File: config.mk
export PLATFORM = sky130hd
export DESIGN_NAME = multi_clk_time_manager
export DESIGN_NICKNAME = d
export VERILOG_FILES = /design/src/rtl/multi_clk_time_manager.sv
export SDC_FILE = /design/constraint.sdc
export NUM_CORES = 1
export LEC_CHECK = 0
export ABC_CLOCK_PERIOD_IN_PS = 13130
export CORE_MARGIN = 5
export CORE_UTILIZATION = 50
export CTS_CLUSTER_SIZE = 8
export DETAILED_ROUTE_END_ITERATION = 16
export GPL_TIMING_DRIVEN = 0
export PLACE_DENSITY_LB_ADDON = 0.3
export SKIP_CTS_REPAIR_TIMING = 1
export SLEW_MARGIN = 5
export SYNTH_ARGS = -nofsm -noshare
export SYNTH_HDL_FRONTEND = slang
export SYNTH_SLANG_ARGS = --single-unit
File: constraint.sdc
create_clock -name emu_clk -period 13.13 [get_ports emu_clk]
set_input_delay 1.9695 -clock emu_clk [delete_from_list [all_inputs] [get_ports emu_clk]]
set_output_delay 1.9695 -clock emu_clk [all_outputs]
set_load 0.02 [all_outputs]
File: src/rtl/multi_clk_time_manager.sv
// Emulated multi-clock time base: each emu_clk cycle advances emulated time by the
// smallest remaining interval among active channels and fires the channels that land on it.
module multi_clk_time_manager #(
  parameter int N_CLK          = 4,
  parameter int DT_WIDTH       = 24,
  parameter int T_WIDTH        = 48,
  parameter int DEFAULT_PERIOD = 1000,
  localparam int CW            = (N_CLK > 1) ? $clog2(N_CLK) : 1
) (
  input  logic                emu_clk,
  input  logic                rst,
  input  logic                emu_stall,
  input  logic [N_CLK-1:0]    chan_en,
  input  logic                cfg_valid,
  output logic                cfg_ready,
  input  logic [CW-1:0]       cfg_chan,
  input  logic [DT_WIDTH-1:0] cfg_period,
  input  logic [DT_WIDTH-1:0] cfg_phase,
  output logic [DT_WIDTH-1:0] dt_min,
  output logic [N_CLK-1:0]    clk_en,
  output logic [T_WIDTH-1:0]  t_emu,
  output logic                t_wrap
);

  localparam int NP = 1 << CW;
  localparam int SW = ((T_WIDTH > DT_WIDTH) ? T_WIDTH : DT_WIDTH) + 1;
  localparam logic [DT_WIDTH-1:0] DEF_PERIOD = DT_WIDTH'(DEFAULT_PERIOD);

  logic [DT_WIDTH-1:0] period_reg      [N_CLK];
  logic [DT_WIDTH-1:0] phase_reg       [N_CLK];
  logic [DT_WIDTH-1:0] rem_reg         [N_CLK];
  logic [DT_WIDTH-1:0] pend_period_reg [N_CLK];
  logic                pend_reg        [N_CLK];
  logic                en_q_reg        [N_CLK];
  logic [T_WIDTH-1:0]  t_emu_reg;
  logic                t_wrap_reg;

  logic [N_CLK-1:0]    active;
  logic [NP-1:0]       pend_pad;
  logic [DT_WIDTH-1:0] leaf [NP];
  logic [DT_WIDTH-1:0] tree [NP];
  logic                step;
  logic                cfg_acc;
  logic [DT_WIDTH-1:0] cfg_period_eff;
  logic [SW-1:0]       t_sum;

  // Unused tree leaves and out-of-range channel numbers are padded so they never win the
  // min and never report ready.
  for (genvar gi = 0; gi < NP; gi++) begin : g_leaf
    if (gi < N_CLK) begin : g_real
      assign active[gi]   = chan_en[gi] & en_q_reg[gi];
      assign leaf[gi]     = active[gi] ? rem_reg[gi] : '1;
      assign pend_pad[gi] = pend_reg[gi];
    end else begin : g_pad
      assign leaf[gi]     = '1;
      assign pend_pad[gi] = 1'b1;
    end
  end

  // Balanced min tree, reduced in place level by level.
  always_comb begin
    tree = leaf;
    for (int lvl = 0; lvl < CW; lvl++) begin
      for (int i = 0; i < NP / 2; i++) begin
        if (i < (NP >> (lvl + 1))) begin
          tree[i] = (tree[2*i+1] < tree[2*i]) ? tree[2*i+1] : tree[2*i];
        end
      end
    end
  end

  assign dt_min         = (!rst && !emu_stall && (|active)) ? tree[0] : '0;
  assign step           = (dt_min != '0);
  assign cfg_ready      = !rst && !pend_pad[cfg_chan];
  assign cfg_acc        = cfg_valid & cfg_ready;
  assign cfg_period_eff = (cfg_period == '0) ? DT_WIDTH'(1) : cfg_period;
  assign t_sum          = SW'(t_emu_reg) + SW'(dt_min);
  assign t_emu          = t_emu_reg;
  assign t_wrap         = t_wrap_reg;

  for (genvar gi = 0; gi < N_CLK; gi++) begin : g_chan
    logic cfg_hit;
    logic rise;

    assign clk_en[gi] = rst | (step & active[gi] & (rem_reg[gi] == dt_min));
    assign cfg_hit    = cfg_acc && (cfg_chan == CW'(gi));
    assign rise       = chan_en[gi] & ~en_q_reg[gi];

    always_ff @(posedge emu_clk) begin
      if (rst) begin
        period_reg[gi]      <= DEF_PERIOD;
        phase_reg[gi]       <= '0;
        rem_reg[gi]         <= DEF_PERIOD;
        pend_period_reg[gi] <= DEF_PERIOD;
        pend_reg[gi]        <= 1'b0;
        en_q_reg[gi]        <= 1'b0;
      end else begin
        en_q_reg[gi] <= chan_en[gi];

        if (rise) begin
          rem_reg[gi] <= (phase_reg[gi] != '0) ? phase_reg[gi] : period_reg[gi];
        end else if (step && active[gi]) begin
          if (clk_en[gi]) begin
            rem_reg[gi] <= pend_reg[gi] ? pend_period_reg[gi] : period_reg[gi];
          end else begin
            rem_reg[gi] <= rem_reg[gi] - dt_min;
          end
        end

        // A pending period lands either on the next fire or as soon as the channel is off.
        if (pend_reg[gi] && ((step && clk_en[gi]) || !chan_en[gi])) begin
          period_reg[gi] <= pend_period_reg[gi];
          pend_reg[gi]   <= 1'b0;
        end

        // cfg_hit implies pend_reg is clear, so it never collides with the commit above.
        if (cfg_hit) begin
          phase_reg[gi] <= cfg_phase;
          if (!chan_en[gi]) begin
            period_reg[gi] <= cfg_period_eff;
          end else begin
            pend_reg[gi]        <= 1'b1;
            pend_period_reg[gi] <= cfg_period_eff;
          end
        end
      end
    end
  end

  always_ff @(posedge emu_clk) begin
    if (rst) begin
      t_emu_reg  <= '0;
      t_wrap_reg <= 1'b0;
    end else if (step) begin
      t_emu_reg <= t_sum[T_WIDTH-1:0];
      if (|t_sum[SW-1:T_WIDTH]) begin
        t_wrap_reg <= 1'b1;
      end
    end
  end

endmodule
==> flow_summary.toml <==
[place]
place_congestion = 1.02
placedCellCount = 3878
hpwl_um = 80100
port_buffers = 109
placed_area_sq_mm = 0.0310

[critical_path]
reg2reg_slack_ns = 1.90
cp-start-kind = "input port"
max_stage_delay_ns = 0.60
crit_arrival_ns = 10.85
startpoint = "chan_en[2]"
reg2reg_from = "en_q_reg[3]"
r2r_end = "t_emu[27]"
reg2reg_depth = 39
critical_path_peak_fanout = 11
crit_path_end = "clk_en[2]"
cp.required_ns = 11.16
path_class = "in -> out"
cpMaxStageDelayCell = "clkdlybuf4s50_1"
end_kind = "output port"

[sta]
slew_violations = 0
post-route-period-util_pct = 97.6
finalSetupViolCount = 0
min_period_ns = 12.82
finalClockSkew_ns = 0.0381
max_slew_margin_pct = 11.9
worst_slew_pin_slew_ns = 1.32
finalHoldViolCount = 0
fmax_mhz = 78.0

[yosys]
syn_nets = 3249
synth_cell_types = 91
synth_edf_count = 388
synth-main-ff-cell = "edfxtp_1"
synth_cells = 3001
yosysWarnings = 0
yosysSeqAreaShare_pct = 44.1
syn_area_per_cell_sq_um = 9.61
netlist_area_sq_mm = 0.0288
synth_seq_cells = 441
ys_async_sr_fraction_pct = 0

[die]
die_area_sq_mm = 0.0626
coreArea_sq_mm = 0.0575
die_h_um = 250
start_util_pct = 50.2
die_x_um = 250
fp-row-count = 88
io_pins = 136

[worst_hold_path]
worstHoldStart = "t_wrap"
min-delay-path-class = "reg -> reg"

[drt]
drtIter0Drc = 3243
viasPerCell = 6.49
drc = 0
drt-pass1-iter-count = 8
num_vias = 25800
postRouteAntennaNets = 0
wl_um = 105000
wl_per_cell_um = 26.5

[global_route]
grt_pass1_wl_um = 154000
overflow = 0
grt_pass1_vias = 24500
antenna_found_initial = 6
grt.total_usage_pct = 32.0
grt_max_degree = 26

[cts]
cts_max_level = 2
clk_path_buf_depth = 3
clock_sinks = 441
path_clk_slew_ns = 0.05
cts_tree = "yes"
clock-root-buffer = "clkbuf_16"
cts_buffers = 61
worstSkewPairLatency_ns = 0.65

[flow_run]
drv_cap = 0

[finish]
drive_above_1_share_pct = 8.12
fin_area_sq_mm = 0.0329
final_nets = 3425
nFillCells = 5004
layout_common_cells = "edfxtp_1, nor2_1, a21oi_1, nand2_1, ha_1"
area_growth_pct = 14.1
layout_commonest_cell = "edfxtp_1"
instances_no_fill = 3979

[power_and_ir_drop]
power_uw = 4100
power_density_mw_per_mm2 = 124
vdd_drop_max_v = 0.000109
leakagePower_uw = 0.0125

[run_status]
outcome = "complete, no violations"
==> report_power, final <==
group,switching (uW),total [uW],internal (uW)
clock network,621,1480,864
registers,55.9,1650,1600
logic,616,957,341
==> through the flow <==
step | TNS, ns | hold WS [ns] | utilization (%) | setup slack, ns
6_report | 0 | 0.499 | 57.3 | 0.311
5_1_grt | -0.0209 | 0.524 | 57.3 | -0.0209
2_1_floorplan | 0 | 0.522 | - | 2.06
3_3_place_gp | -30.32 | 0.468 | 53.8 | -1.35
4_1_cts | -8.91 | 0.500 | 56.9 | -1.25
3_5_place_dp | -21.34 | 0.486 | 53.9 | -1.23
==> cell families after synthesis <==
logic type | after synthesis | share of synthesized area [%]
AO/OA/AOI/OAI | 788 | 17.5
AND/OR/NAND/NOR | 1136 | 20.2
XOR/XNOR | 121 | 3.67
buffers and inverters | 246 | 3.28
flip-flops | 441 | 44.1
multiplexers | 79 | 2.94
adder cells (fa/ha/maj) | 190 | 8.37
==> cells in the mapped netlist, drive strengths merged (37+ instances only) <==
| cell type | n | area share, % |
|---|---|---|
| a21oi | 299 | 5.2 |
| mux2i | 55 | 2.0 |
| nor2 | 312 | 4.1 |
| edfxtp | 388 | 40 |
| and2 | 113 | 2.5 |
| nand4 | 54 | 1.2 |
| dfxtp | 53 | 3.7 |
| xor2 | 43 | 1.3 |
| clkbuf | 127 | 1.7 |
| buf | 37 | 0.56 |
| nand3 | 40 | 0.69 |
| or2 | 72 | 1.6 |
| nand2 | 222 | 2.9 |
| nand2b | 42 | 0.91 |
| and3 | 86 | 1.9 |
| nor4 | 56 | 1.3 |
| xnor2 | 78 | 2.4 |
| nor3 | 46 | 0.87 |
| a21o | 41 | 1.1 |
| o21ai | 146 | 2.6 |
| inv | 82 | 1.1 |
| ha | 185 | 8.0 |
==> per-layer routing <==
layer	part of all wire (%)	vias to the layer above	track usage, %
met5	0.012	-	0
met4	5.7	2	15.2
met3	12	309	6.49
met2	43	1680	48.7
met1	39	12300	43.9
li1	-	11500	-
==> worst min path at each step <==
stage / to / slack [ns] / cells past startpoint
floorplan: period_reg[0][0] / 0.52 / 1
global placement: t_wrap / 0.47 / 2
detailed placement: t_wrap / 0.49 / 2
CTS: t_wrap / 0.50 / 2
global route: t_wrap / 0.52 / 2
finish: t_wrap / 0.50 / 2
==> cell type report <==
cell class / instances / area, sq um / share of cell area (%)
Multi-Input combinational cell: 2314 / 15400 / 46.7
Inverter: 82 / 312 / 0.947
Antenna cell: 1 / 2.50 / 0.00760
Buffer: 163 / 652 / 1.98
Timing Repair Buffer: 114 / 1140 / 3.47
Clock inverter: 3 / 76.3 / 0.232
Tap cell: 765 / 957 / 2.91
Sequential cell: 441 / 12700 / 38.6
Clock buffer: 96 / 1680 / 5.10
==> critical path, delay by kind of cell <==
family                   cells  cell delay, ns
AND/OR/NAND/NOR             14            3.45
buffers and inverters        7            2.53
AO/OA/AOI/OAI               10            2.03
adder cells (fa/ha/maj)      3            0.80
Note: power is estimated with default switching activity, not from simulation.
